[src/rtl/wishbone_arbiter.sv]
// wishbone_arbiter: round-robin N-master Wishbone arbiter; optional stall timeout via WB_ARB_TIMEOUT_EN
module wishbone_arbiter #(
   parameter int N_MASTERS = 2,
   parameter int TIMEOUT   = 255
) (
   input  logic                    clk_i,
   input  logic                    rst_i,
   input  logic [N_MASTERS-1:0]    m_cyc_i,
   input  logic [N_MASTERS-1:0]    m_stb_i,
   input  logic [N_MASTERS-1:0]    m_we_i,
   input  logic [32*N_MASTERS-1:0] m_adr_i,
   input  logic [32*N_MASTERS-1:0] m_dat_i,
   input  logic [4*N_MASTERS-1:0]  m_sel_i,
   output logic [31:0]             m_dat_o,
   output logic [N_MASTERS-1:0]    m_ack_o,
   output logic [N_MASTERS-1:0]    m_err_o,
   output logic [N_MASTERS-1:0]    m_rty_o,
   output logic                    s_cyc_o,
   output logic                    s_stb_o,
   output logic                    s_we_o,
   output logic [31:0]             s_adr_o,
   output logic [31:0]             s_dat_o,
   output logic [3:0]              s_sel_o,
   input  logic [31:0]             s_dat_i,
   input  logic                    s_ack_i,
   input  logic                    s_err_i,
   input  logic                    s_rty_i,
   output logic [N_MASTERS-1:0]    gnt_o
);
   localparam int PW = $clog2(N_MASTERS);
   typedef enum logic {IDLE, GRANT} state_t;
   state_t state_q, state_d;
   logic [N_MASTERS-1:0] gnt_q, gnt_d;
   logic [PW-1:0] ptr_q, ptr_d, idx_q, idx_d;
   logic found, act, to_err;
   int c;
   assign act = state_q == GRANT && !rst_i;
`ifdef WB_ARB_TIMEOUT_EN
   localparam int CW = $clog2(TIMEOUT + 1);
   logic [CW-1:0] cnt_q, cnt_d;
   assign to_err = act && cnt_q == CW'(TIMEOUT);
   // stall counter: counts unterminated strobe cycles, cleared on any termination, timeout or idle
   always_comb begin
      cnt_d = (state_q != GRANT || to_err || s_ack_i || s_err_i || s_rty_i) ? '0 : s_stb_o ? cnt_q + 1'b1 : cnt_q;
   end
   // stall counter register
   always_ff @(posedge clk_i) begin
      cnt_q <= rst_i ? '0 : cnt_d;
   end
`else
   assign to_err = 1'b0;
`endif
   // next state: pick round-robin winner from ptr when idle, release on granted cyc drop
   always_comb begin
      state_d = state_q;
      gnt_d   = gnt_q;
      ptr_d   = ptr_q;
      idx_d   = idx_q;
      found   = 1'b0;
      c       = 0;
      if (state_q == IDLE) begin
         for (int i = 0; i < N_MASTERS; i++) begin
            c = int'(ptr_q) + i;
            c = c >= N_MASTERS ? c - N_MASTERS : c;
            if (!found && m_cyc_i[c]) begin
               found   = 1'b1;
               idx_d   = PW'(c);
               gnt_d   = N_MASTERS'(1) << c;
               state_d = GRANT;
            end
         end
      end else if (!m_cyc_i[idx_q]) begin
         state_d = IDLE;
         gnt_d   = '0;
         ptr_d   = idx_q == PW'(N_MASTERS - 1) ? '0 : idx_q + 1'b1;
      end
   end
   // state, grant and pointer registers
   always_ff @(posedge clk_i) begin
      if (rst_i) begin
         state_q <= IDLE;
         gnt_q   <= '0;
         ptr_q   <= '0;
         idx_q   <= '0;
      end else begin
         state_q <= state_d;
         gnt_q   <= gnt_d;
         ptr_q   <= ptr_d;
         idx_q   <= idx_d;
      end
   end
   // combinational request mux to the slave and termination routing back to the winner
   always_comb begin
      s_cyc_o = act && m_cyc_i[idx_q];
      s_stb_o = act && !to_err && m_stb_i[idx_q];
      s_we_o  = act && m_we_i[idx_q];
      s_adr_o = act ? m_adr_i[32*idx_q +: 32] : '0;
      s_dat_o = act ? m_dat_i[32*idx_q +: 32] : '0;
      s_sel_o = act ? m_sel_i[4*idx_q +: 4] : '0;
      m_ack_o = act ? gnt_q & {N_MASTERS{s_ack_i}} : '0;
      m_err_o = act ? gnt_q & {N_MASTERS{s_err_i || to_err}} : '0;
      m_rty_o = act ? gnt_q & {N_MASTERS{s_rty_i}} : '0;
   end
   assign m_dat_o = s_dat_i;
   assign gnt_o   = gnt_q;
endmodule
[config.mk]
export PLATFORM = sky130hd
export DESIGN_NAME = wishbone_arbiter
export DESIGN_NICKNAME = d
export VERILOG_FILES = /design/src/rtl/wishbone_arbiter.sv
export SDC_FILE = /design/constraint.sdc
export NUM_CORES = 1
export LEC_CHECK = 0
export ABC_AREA = 1
export CAP_MARGIN = 20
export CORE_AREA = 3 3 112 114
export DETAILED_ROUTE_END_ITERATION = 8
export DIE_AREA = 0 0 115 117
export GPL_TIMING_DRIVEN = 0
export PLACE_DENSITY = 0.53
export SETUP_SLACK_MARGIN = 0.4
export SKIP_LAST_GASP = 1
export SLEW_MARGIN = 20
export SYNTH_ARGS = -nofsm -noshare
export SYNTH_HDL_FRONTEND = slang
export SYNTH_SLANG_ARGS = --single-unit
[constraint.sdc]
create_clock -name clk_i -period 1.5 [get_ports clk_i]
set_input_delay 0.3 -clock clk_i [delete_from_list [all_inputs] [get_ports clk_i]]
set_output_delay 0.3 -clock clk_i [all_outputs]
set_load 0.02 [all_outputs]
==> results.cfg <==
[status]
status = complete, but fails checks
violations = setup timing

[synthesis]
yosys_warnings = 0
yosys.area.top_type = nand2_1
ys_ff_latch = 5
syn-cell-area_sq_mm = 0.001535
syn_nets = 484
netlist_instances = 305
synth_top_area_share_pct = 35.70
yosys-top-cells-area = nand2_1, a21oi_1, buf_4
ys_types = 18
seq_area_frac_synth_pct = 6.520
syn-mean-instance-area_sq_um = 5.034

[floorplanning]
core_sq_mm = 0.01152
io_pins = 290
num_rows = 39
initial_core_util_pct = 13.33
dieWidth_um = 115
die_h_um = 117
die_area_sq_mm = 0.01346

[route]
wire_per_inst_um = 14.22
ant_nets = 0
routed_wl_mm = 10.17
viasPerCell = 4.108
route.detailed.drc = 0
vias = 2937
dr.pass1.iters = 4
first_iter_violations = 84

[worst_setup_path]
cp-start-kind = flop
cp_max_fo = 8
rrSetupSlack_ns = 0.30
critPathLaunch = state_q$_SDFF_PP0_
reg2reg_from = state_q$_SDFF_PP0_
r2r_end = ptr_q$_SDFFE_PP0P_
required_ns = 1.20
arrival_ns = 1.47
path_class = flop to output pin
reg2regPathDepth = 5
endpoint_kind = output pin
critical_path.endpoint = s_dat_o[24]

[placement]
place_ws_ns = -1.077
port_buffers = 257
dp_hpwl_mm = 8.318
dpl_cell_area_sq_mm = 0.004782
finalWeightedCongestion = 0.7214
dpl.cell_count = 705

[sta]
max-slew-margin-rel_pct = 83.59
hold_violations = 0
fmax_mhz = 566.4
slew_viol_final = 0
min_period_over_period_pct = 117.7
min_period_ns = 1.765
worst_slack_ns = -0.2654
tightest_slew_ns = 0.2445
rsz0062_at_grt = yes
finalSetupViolations = 77
skew_ns = 0.001415

[pwr]
pwr-share-seq_pct = 7.2
clockPowerShare_pct = 19.9
switching_share_pct = 38.79
comb_power_share_pct = 72.9
p_leak_nw = 2.140
powerDensity_mw_per_mm2 = 440.7
p_sw_w = 0.0008585
power.internal_w = 0.001355
power_w = 0.002213
peakVddDrop_mv = 0.4011

[clock_tree]
cts_sinks = 5
clk-insertion-delay-late_ns = 0.23
cts-htree-levels = 1
clk_path_buf_depth = 2
numCtsBuffers = 3
cts-root-buf = clkbuf_16
hold_buffers = 0
cts_tree = yes
clk_pin_slew_ns = 0.03

[grt]
use_met2_pct = 24.77
overflow = 0
antenna_found_initial = 0
grtUsageMet1_pct = 14.87
grt_pass1_vias = 2760
met3_usage_pct = 2.674
busiest_layer = met2
track_usage_pct = 12.98
grt_max_degree = 11
grt_pass1_wl_mm = 14.23

[final_layout]
layout_commonest_cell = nand2_1
multi_input_area_sq_mm = 0.001583
antennaDiodeCount = 0
final_cell_mix = nand2_1, clkdlybuf4s50_1, buf_4
fill_cells = 1203
nNetsFinal = 752
drive_gt1_share_pct = 40.38
fin_cells = 715
syn_to_final_growth_pct = 227.1
ff_latch_area_sq_um = 105.1
stdcell_area_sq_mm = 0.005022
final_util_pct = 43.61

[min_path]
hp-class = input pin to flop

[job]
maxCapViolCount = 0
power by group through the flow:
stage | registers (W) | logic (W) | clock network [W]
after floorplan | 0.000161 | 0.000753 | 0
after global placement | 0.000157 | 0.00153 | 0
after detailed placement | 0.000158 | 0.00154 | 0
after CTS | 0.000156 | 0.00159 | 0.000442
after global routing | 0.000162 | 0.00172 | 0.000453
final | 0.000160 | 0.00161 | 0.000440
routing by layer:
layer / wire length (um) / vias to the layer above
li1: - / 1482
met1: 3801 / 1292
met2: 5379 / 155
met3: 880 / 8
met4: 108 / 0
met5: 0 / -
registers in the layout, indices dropped and copies added (netlist names):
name,flops
ptr_q,1
state_q,1
gnt_o,2
idx_q,1
worst min-delay path by stage:
stage | from | to | depth (start not counted)
after floorplan | rst_i | gnt_o[0]$_SDFFE_PP0P_ | 1
after global placement | ptr_q$_SDFFE_PP0P_ | ptr_q$_SDFFE_PP0P_ | 2
after detailed placement | ptr_q$_SDFFE_PP0P_ | ptr_q$_SDFFE_PP0P_ | 2
after CTS | rst_i | idx_q$_SDFFE_PP0P_ | 2
after global routing | rst_i | idx_q$_SDFFE_PP0P_ | 2
final | rst_i | idx_q$_SDFFE_PP0P_ | 2
cell usage after synthesis:
library cell,number
inv_2,2
a21oi_1,63
buf_2,9
nand2_1,146
o21ai_0,2
buf_4,32
buf_6,3
clkbuf_1,11
dfxtp_1,5
o211ai_1,1
nor2_1,1
nand3_1,4
nor3_1,6
buf_1,1
o22ai_1,2
inv_1,6
or2_1,1
a21oi_2,10
kinds of logic (layout without fill, tap and decap cells):
logic type,Yosys count,count (layout),synth area share (%)
buf+inv,64,331,25.67
compound gates,78,78,28.20
simple gates,158,158,39.61
flops,5,5,6.520
stage by stage:
step	setup TNS [ns]	hold WS, ns
4_1_cts	-19.36	0.4305
3_5_place_dp	-78.49	0.4826
6_report	-16.69	0.3251
2_1_floorplan	0	0.3691
3_3_place_gp	-79.21	0.4769
5_1_grt	-22.06	0.3529
final cells by class:
type                            instances  area share [%]
Inverter                                8          0.8470
Tap cell                              143           3.563
Sequential cell                         5           2.093
Multi-Input combinational cell        236           31.51
Buffer                                 56           9.865
Timing Repair Buffer                  263           50.55
Clock buffer                            4           1.570
worst max-delay path, cell delays in order, from the launching register on:
cell and delay (ns):
dfxtp_2 0.32, inv_2 0.03, or2_1 0.21, buf_6 0.15, buf_12 0.14, buf_16 0.14
a21oi_4 0.11, buf_6 0.13
what timing repair did:
action / in CTS / in global routing
setup endpoints to repair: 116 / 83
gates resized for setup: 482 / 30
gates cloned: 3 / 1
pin swaps: 3 / 2
buffers inserted: 2 / 0
Note: power is estimated with default switching activity, not from simulation.
